===== src/rtl/regfile_dump_reader.sv =====
// Streams register-file contents out one word at a time with a running XOR checksum.
// Build option: define DUMP_SKIP_X0_EN to start the dump at x1 instead of x0.
module regfile_dump_reader #(
  parameter int NUM_REGS = 32
) (
  input  logic        clk,
  input  logic        rst_n,
  input  logic        start,
  input  logic        abort,
  output logic [4:0]  rf_addr,
  input  logic [31:0] rf_data,
  output logic        out_valid,
  input  logic        out_ready,
  output logic [31:0] out_data,
  output logic [4:0]  out_index,
  output logic        busy,
  output logic        done,
  output logic [31:0] checksum
);

  typedef enum logic [1:0] {
    IDLE,
    FETCH,
    HOLD,
    FIN
  } state_e;

  localparam logic [4:0] LAST_IDX = 5'(NUM_REGS - 1);
`ifdef DUMP_SKIP_X0_EN
  localparam logic [4:0] FIRST_IDX = 5'd1;
`else
  localparam logic [4:0] FIRST_IDX = 5'd0;
`endif

  state_e      state_q, state_d;
  logic [4:0]  idx_q, idx_d;
  logic [31:0] data_q, data_d;
  logic [4:0]  index_q, index_d;
  logic [31:0] chk_q, chk_d;

  always_ff @(posedge clk or negedge rst_n) begin
    if (!rst_n) begin
      state_q <= IDLE;
      idx_q   <= '0;
      data_q  <= '0;
      index_q <= '0;
      chk_q   <= '0;
    end else begin
      state_q <= state_d;
      idx_q   <= idx_d;
      data_q  <= data_d;
      index_q <= index_d;
      chk_q   <= chk_d;
    end
  end

  always_comb begin
    state_d   = state_q;
    idx_d     = idx_q;
    data_d    = data_q;
    index_d   = index_q;
    chk_d     = chk_q;
    rf_addr   = '0;
    out_valid = 1'b0;
    busy      = 1'b1;
    done      = 1'b0;
    unique case (state_q)
      IDLE: begin
        busy = 1'b0;
        if (start && !abort) begin
          idx_d   = FIRST_IDX;
          chk_d   = '0;
          state_d = FETCH;
        end
      end
      FETCH: begin
        rf_addr = idx_q;
        if (abort) begin
          state_d = IDLE;
        end else begin
          data_d  = rf_data;
          index_d = idx_q;
          state_d = HOLD;
        end
      end
      HOLD: begin
        out_valid = 1'b1;
        if (abort) begin
          state_d = IDLE;
        end else if (out_ready) begin
          chk_d = chk_q ^ data_q;
          if (idx_q == LAST_IDX) begin
            state_d = FIN;
          end else begin
            idx_d   = idx_q + 5'd1;
            state_d = FETCH;
          end
        end
      end
      FIN: begin
        // an abort landing on the final cycle suppresses the pulse
        done    = !abort;
        state_d = IDLE;
      end
      default: state_d = IDLE;
    endcase
  end

  assign out_data  = data_q;
  assign out_index = index_q;
  assign checksum  = chk_q;

endmodule


===== config.mk =====
export PLATFORM = sky130hd
export DESIGN_NAME = regfile_dump_reader
export DESIGN_NICKNAME = d
export VERILOG_FILES = /design/src/rtl/regfile_dump_reader.sv
export SDC_FILE = /design/constraint.sdc
export NUM_CORES = 1
export LEC_CHECK = 0
export ABC_AREA = 1
export CAP_MARGIN = 20
export CORE_ASPECT_RATIO = 1.2
export CORE_MARGIN = 5
export CORE_UTILIZATION = 42
export DETAILED_ROUTE_END_ITERATION = 6
export HOLD_SLACK_MARGIN = 0.06
export PLACE_DENSITY = 0.8
export SLEW_MARGIN = 20
export SYNTH_ARGS = -nofsm -noshare
export SYNTH_HDL_FRONTEND = slang
export SYNTH_SLANG_ARGS = --single-unit

===== constraint.sdc =====
create_clock -name clk -period 1.4 [get_ports clk]
set_input_delay 0.21 -clock clk [delete_from_list [all_inputs] [get_ports clk]]
set_output_delay 0.21 -clock clk [all_outputs]
set_load 0.05 [all_outputs]

# Word level (Yosys, flattened, before mapping)
# Cells that the tools add are included.
dict set report word_totals {
  reg_bits 76
  latchBits 0
  ram_bits 0
  rom_bits 0
  input_bits 37
  out_inout_bits 77
  word_cells 44
  mem_count 0
}
dict set report op_classes {
  add_sub_neg 1
  n_mul 0
  n_div 0
  n_lt_le_gt_ge 0
  n_eq_ne 9
  n_shift 0
  mux 19
  n_bitwise 2
  reduce_logical 8
}
# op count
set ops {}
lappend ops {{$mux 32} 3}
lappend ops {{$pmux 32 s2} 1}
lappend ops {{$xor 32x32->32} 1}
lappend ops {{$mux 5} 5}
lappend ops {{$mux 2} 5}
lappend ops {{$pmux 5 s2} 1}
lappend ops {{$ne 2x2->1 const B} 4}
lappend ops {{$pmux 2 s4} 1}
lappend ops {{$add 5x1->5 const B} 1}
lappend ops {{$eq 5x5->1 const B} 1}
lappend ops {{$reduce_and 5->1} 1}
lappend ops {{$eq 2x2->1 const B} 2}
lappend ops {{$reduce_and 2->1} 2}
lappend ops {{$reduce_and 4->1} 1}
lappend ops {{$mux 1} 3}
lappend ops {{$ne 3x3->1 const B} 1}
lappend ops {{$eq 2x1->1 const B} 1}
lappend ops {{$logic_not 2->1} 1}
lappend ops {{$reduce_bool 2->1} 1}
lappend ops {{$logic_and 1x1->1} 1}
lappend ops {{$logic_not 1->1} 1}
lappend ops {{$not 1->1} 1}

# Depth between registers and ports, before layout
# Gate-level depths: netlist of the first run.
dict set report depth {
  ltp_word 5
  ltp_mapped 8
  depth_no_buf 8
}

# Worst setup path after synthesis of the first run
# No wires, ideal clock.
dict set report synth_path {
  path_kind {register to output}
  startpoint {register state_q[1]}
  endpoint {output port done}
  arrival_ns 1.650
  t_required_ns 1.190
  path_slack_ns -0.460
  path_stages_with_launch 3
  n_path_buf 0
  cell_sequence {dfrtp_1 -> inv_1 -> nor3_1}
}
dict set report synth_via {
  elab_chain_cells 2
}
# element line
set synth_rtl {}
lappend synth_rtl {{start, declared} 35} ;# state_e state_q, state_d;
lappend synth_rtl {{start signal, assigned} 49} ;# state_q <= state_d;
lappend synth_rtl {{$eq 2x2->1} 67} ;# unique case (state_q)
lappend synth_rtl {{$mux 1} 67}
lappend synth_rtl {{end, declared} 17} ;# output logic done,
# Every way passes these cells.

# Worst setup path in the final report of the first run
dict set report layout_path {
  startpoint {register state_q[0]}
  endpoint {output port rf_addr[4]}
}
dict set report layout_via {
  elab_chain_cells 2
}
# element line
set layout_rtl {}
lappend layout_rtl {{$eq 2x1->1} 67}
lappend layout_rtl {{$mux 5} 67}
lappend layout_rtl {{end, declared} 10} ;# output logic [4:0] rf_addr,
# Every way passes these cells.

==> flow_metrics.tcl, run 1 <==
set metrics [dict create \
    status "finished with violations" \
    violations "setup timing" \
    ys_seq_elements 76 \
    synth_edf_count 0 \
    synth_cells 424 \
    synth_xor_area_share_pct 7.87 \
    hold_path_class "in -> async" \
    instances_no_fill 692 \
    crit_fanout 5 \
    dp_hpwl_mm 7.59 \
    synthesis.area_um2 3560 \
    numClockSinks 76 \
    synth_cell_types 22 \
    p_leak_nw 3.02 \
    rr_worst_depth 9 \
    r2r_end "out_data[0]$_DFFE_PN0P_" \
    grt_overflow 0 \
    initial_core_util_pct 43.4 \
    core_area_um2 8200 \
    rsz0062_at_grt "true" \
    syn_nets 463 \
    vias_per_cell 5.25 \
    period_minus_slack_ps 1560 \
    htreeDepth 3 \
    final_util_pct 79.8 \
    hold_viol_final 0 \
    synth_mux_area_share_pct 0 \
    arrival_ps 1350 \
    finalMaxSlewViolations 0 \
    wl_per_cell_um 17.4 \
    layout.nets 612 \
    holdWs_ps 403 \
    slew-limit-headroom_pct 68.8 \
    max_freq_ghz 0.640 \
    cp-end-kind "output port" \
    drt_wl_total_mm 12.0 \
    grt_start_max_net_pins 77 \
    diodes 0 \
    critical_path_class "reg -> out" \
    ios 114 \
    fin_setup_tns_ps -8700 \
    cp.required_ps 1190 \
    ys.flop_type "dfrtp_1" \
    synth_top_area_cell "dfrtp_1" \
    clock_latency_ps 350 \
    ys_seq_area_share_pct 53.4 \
    cts_buffers 9 \
    layout_common_cells "nand2_1, buf_12, dfrtp_1, nand3_1, clkdlybuf4s50_1" \
    synth.avg_cell_area_um2 8.40 \
    finalWorstSetupSlack_ps -162 \
    synth_top_family_by_area "simple AND/OR/NAND/NOR gates" \
    dp_cells 653 \
    seq_area_um2 1900 \
    antenna_found_initial 0 \
    gp_routability_congestion 0.770 \
    finalCritPeriodShare_pct 112 \
    drt_iter0_markers 141 \
    grt_pass1_wl_mm 18.5 \
    drive_gt1_share_pct 30.6 \
    cap_viol_max_count 0 \
    cts_buffer_depth 2 \
    drt.antenna.violating_nets 0 \
    setup-violations-final 83 \
    synthTopCellsByArea "dfrtp_1, nand2_1, nand3_1" \
    layout_commonest_cell "nand2_1" \
    drc_errors 0 \
    worstReg2RegStart "state_q[0]$_DFFE_PN0P_" \
    die_area_um2 10400 \
    die_h_um 111 \
    synth_top_area_share_pct 53.4 \
    cp-start-kind "flop" \
    num_rows 36 \
    dr.pass1.iters 5 \
    die_w_um 94.1 \
    async_flop_share_pct 100 \
    worst_pin_slew_ps 467 \
    vdd_drop_max_uv 906 \
    synthSimpleGateAreaFrac_pct 32.0 \
    p_per_area_nw_per_um2 1220 \
    path_clk_slew_ps 80 \
    multi_input_area_um2 1700 \
    yosysWarnings 0 \
    tritoncts "yes" \
    grt_pass1_vias 3696 \
    syn_to_final_growth_pct 83.7 \
    via_count 3632 \
    fin_skew_ps 6.90 \
    nFillCells 483 \
    synth_compound_area_share_pct 1.69 \
    io_buffer_count 113 \
    rrSetupSlack_ps -140 \
    synth_fa_ha_area_share_pct 0.703 \
    clockRootBuffer "clkbuf_8" \
    grt_util_all_layers_pct 22.1 \
]
cell usage after synthesis, types with 3 or more instances:
| library cell | n |
|---|---|
| buf_1 | 3 |
| buf_2 | 15 |
| buf_4 | 3 |
| dfrtp_1 | 76 |
| inv_1 | 9 |
| nand2_1 | 152 |
| nand3_1 | 68 |
| nor2_1 | 40 |
| o21ai_0 | 6 |
| o21ai_1 | 5 |
| xnor2_1 | 32 |
flip-flops by register name, summed over array words and instances (netlist names):
name and flops:
out_data 32, out_index 5, state_q 2, checksum 32, idx_q 5
per-stage QoR:
stage	cell area, um^2	setup WS (ps)	power (W)
floorplan	3570	-183	0.00420
global placement	5760	-115	0.00577
detailed placement	5760	-241	0.00584
CTS	6180	-146	0.00784
global route	6540	-241	0.00824
finish	6540	-162	0.00796
kinds of logic (layout without fill, tap and decap cells):
group,Yosys count,after routing
buffers and inverters,33,186
xor gates and xnor gates,32,32
AOI/OAI and AO/OA,12,12
DFF,76,76
adders and majority gates,2,2
and+or+nand+nor,269,270
how the worst max path moves through the flow:
stage,start,endpoint,slack (ps),cells after the start
2_1_floorplan,state_q[0]$_DFFE_PN0P_,rf_addr[0],-180,4
3_3_place_gp,idx_q[0]$_DFFE_PN0P_,idx_q[0]$_DFFE_PN0P_,-120,8
3_5_place_dp,idx_q[0]$_DFFE_PN0P_,idx_q[3]$_DFFE_PN0P_,-240,7
4_1_cts,state_q[0]$_DFFE_PN0P_,busy,-150,5
5_1_grt,state_q[0]$_DFFE_PN0P_,rf_addr[4],-240,5
6_report,state_q[0]$_DFFE_PN0P_,rf_addr[4],-160,5
where the power goes:
part / switching [W] / internal (W)
combinational: 0.00160 / 0.00152
clock: 0.000807 / 0.00115
sequential: 0.000428 / 0.00245
total: 0.00283 / 0.00513
worst max-delay path, cell delays in order, from the launching register on:
cell and delay, ps:
dfrtp_1 420, inv_2 100, nor2_4 150, inv_6 80, nor2_4 110, buf_12 140
area by class of cell:
| cell class | count | area share [%] |
|---|---|---|
| Timing Repair Buffer | 160 | 38.4 |
| Sequential cell | 76 | 29.1 |
| Multi-Input combinational cell | 316 | 26.0 |
| Clock buffer | 13 | 2.58 |
| Tap cell | 114 | 2.18 |
| Clock inverter | 3 | 1.03 |
| Inverter | 10 | 0.688 |
timing repair:
item | CTS | global route
resized for setup | 33 | 37
pin swaps | 12 | 14
setup endpoints to repair | 14 | 83
hold buffers | 1 | 0
buffers inserted | 10 | 4
cloned | 1 | 7
hold endpoints to repair | 76 | 0
per-layer routing:
layer,vias up,GRT usage [%],wire length [um]
met5,-,0,0
met4,0,9.15,306
met3,28,3.94,866
met2,178,37.4,6420
met1,1775,27.5,4420
li1,1651,-,-
No activity file was read; power rests on OpenSTA's default activity.
==> run 2: changes to the inputs <==
--- a/config.mk
+++ b/config.mk
@@ -10,9 +10,11 @@
 export CORE_ASPECT_RATIO = 1.2
 export CORE_MARGIN = 5
 export CORE_UTILIZATION = 42
+export CTS_CLUSTER_DIAMETER = 50
 export DETAILED_ROUTE_END_ITERATION = 6
+export GPL_ROUTABILITY_DRIVEN = 0
 export HOLD_SLACK_MARGIN = 0.06
-export PLACE_DENSITY = 0.8
+export PLACE_DENSITY = 0.77
 export SLEW_MARGIN = 20
 export SYNTH_ARGS = -nofsm -noshare
 export SYNTH_HDL_FRONTEND = slang
==> run 2 against run 1 <==
Against the previous run: the run still ends with setup timing left; clock skew decreased by 3.4 ps; hold slack got worse by 83 ps; final cell count shrank 1.3%; clock-buffer cell count down 1; critical path type unchanged; core utilization is 2.6 points lower; highest routed layer unchanged.
==> flow_metrics.tcl, run 2 (synthesis results as in run 1) <==
set metrics [dict create \
    layout_common_cells "nand2_1, buf_12, dfrtp_1, nand3_1, clkdlybuf4s50_1" \
    cap_viol_max_count 0 \
    fin_skew_ps 3.50 \
    cts_buffers 9 \
    dp_hpwl_mm 7.53 \
    top_layer "met4" \
    worstReg2RegStart "idx_q[1]$_DFFE_PN0P_" \
    finalWorstSetupSlack_ps -149 \
    wl_per_cell_um 16.5 \
    tritoncts "yes" \
    layout.nets 603 \
    diodes 0 \
    die_h_um 111 \
    cp.required_ps 1190 \
    instances_no_fill 683 \
    clockRootBuffer "clkbuf_8" \
    worst_pin_slew_ps 417 \
    rrSetupSlack_ps -80 \
    die_w_um 94.1 \
    rsz0062_at_grt "true" \
    setup-violations-final 42 \
    initial_core_util_pct 43.4 \
    status "finished with violations" \
    wl_met3_um 468 \
    finalMaxSlewViolations 0 \
    crit_start "state_q[1]$_DFFE_PN0P_" \
    die_area_um2 10400 \
    cp-start-kind "flop" \
    dpl_cell_area_um2 5770 \
    violations "setup timing" \
    grt_pass1_vias 3507 \
    drt_wl_total_mm 11.3 \
    grt_overflow 0 \
    num_rows 36 \
    path_clk_slew_ps 80 \
    period_minus_slack_ps 1550 \
    hold_path_class "in -> async" \
    slew-limit-headroom_pct 72.2 \
    holdWs_ps 320 \
    hold_viol_final 0 \
    dp_cells 650 \
    r2r_end "idx_q[4]$_DFFE_PN0P_" \
    crit_fanout 5 \
    cts_buffer_depth 2 \
    ios 114 \
    wl_met1_mm 4.23 \
    vias_per_cell 5.10 \
    arrival_ps 1340 \
    rr_worst_depth 8 \
    core_area_um2 8200 \
    drt.antenna.violating_nets 0 \
    syn_to_final_growth_pct 77.7 \
    grt_start_max_net_pins 33 \
    critical_path_class "reg -> out" \
    worstPathCellList "nor2_4 -> inv_6 -> nor2_4 -> buf_12" \
    max_freq_ghz 0.646 \
    fin_setup_tns_ps -1650 \
    finalCritPeriodShare_pct 111 \
    antenna_found_initial 0 \
    dr.pass1.iters 7 \
    cp-end-kind "output port" \
    vdd_drop_max_uv 901 \
    drive_gt1_share_pct 28.8 \
    cpPeakStageDelay_ps 470 \
    critPathSlowestCell "dfrtp_2" \
    met2_length_mm 6.28 \
    drt_iter0_markers 180 \
    p_leak_nw 2.93 \
    io_buffer_count 113 \
    finalPower_w 0.00761 \
    layout_commonest_cell "nand2_1" \
    grt_pass1_wl_mm 17.7 \
    grt_util_all_layers_pct 21.5 \
    clock_latency_ps 350 \
    cpMostUsedCell "nor2_4" \
    numClockSinks 76 \
    htreeDepth 3 \
    p_per_area_nw_per_um2 1200 \
    nFillCells 519 \
    drc_errors 0 \
    design_area_um2 6330 \
    via_count 3480 \
]
-- run 2: cell types whose count changed in the layout (fill, tap and decap cells not counted), moves of 3 or more --
cell / delta
nand2_4: +3
nand2_2: -5
buf_12: +3
nand3_1: -3
nand3_2: +3
o21ai_1: +3
clkbuf_16: -6
buf_8: -3
o21ai_2: -3
nand2_1: +4
buf_6: -4
-- run 2: metrics by stage --
| step | setup slack (ps) | utilization (%) |
|---|---|---|
| after floorplan | -183 | - |
| after global placement | -105 | 70.4 |
| final | -149 | 77.2 |
| after CTS | -164 | 75.2 |
| after detailed placement | -185 | 70.4 |
| after global routing | -194 | 77.2 |
-- run 2: how the worst max path moves through the flow --
stage	end	slack [ps]
final	rf_addr[4]	-150
after global routing	rf_addr[2]	-190
after CTS	rf_addr[1]	-160
after detailed placement	checksum[0]$_DFFE_PN0P_	-190
after global placement	idx_q[3]$_DFFE_PN0P_	-100
after floorplan	rf_addr[0]	-180
-- run 2: final cells by class --
class                   instances  area (um^2)  area share [%]
clock buffers                  12          155            2.45
clock inverters                 4         47.5           0.751
inverters                      10         42.5           0.672
multi-input cells             316         1700            26.8
flip-flops and latches         76         1900            30.1
well taps                     114          143            2.25
repair buffers                151         2340            37.0
-- run 2: critical path, delay by kind of cell (launching register included) --
kind                   cells  cell delay [ps]
DFF                        1              470
and+or+nand+nor            2              300
buffers and inverters      2              220
-- run 2: layer usage --
metal	up-vias	global-route usage, %
met1	1703	25.3
met2	123	37.6
li1	1627	-
met5	-	0
met3	27	2.58
met4	0	11.4
-- run 2: timing repair --
action / in CTS / in global routing
hold buffers: 1 / 0
gates cloned: 1 / 2
pin swaps: 15 / 12
endpoints found under the hold margin: 24 / 0
setup buffers: 14 / 4
gates resized for setup: 31 / 27
setup endpoints to repair: 13 / 64
-- run 2: power breakdown --
| part | switching, W | internal, W | leakage, nW |
|---|---|---|---|
| registers | 0.000426 | 0.00245 | 1.01 |
| clock network | 0.000797 | 0.000916 | 0.102 |
| logic | 0.00156 | 0.00146 | 1.82 |
| total | 0.00278 | 0.00483 | 2.93 |
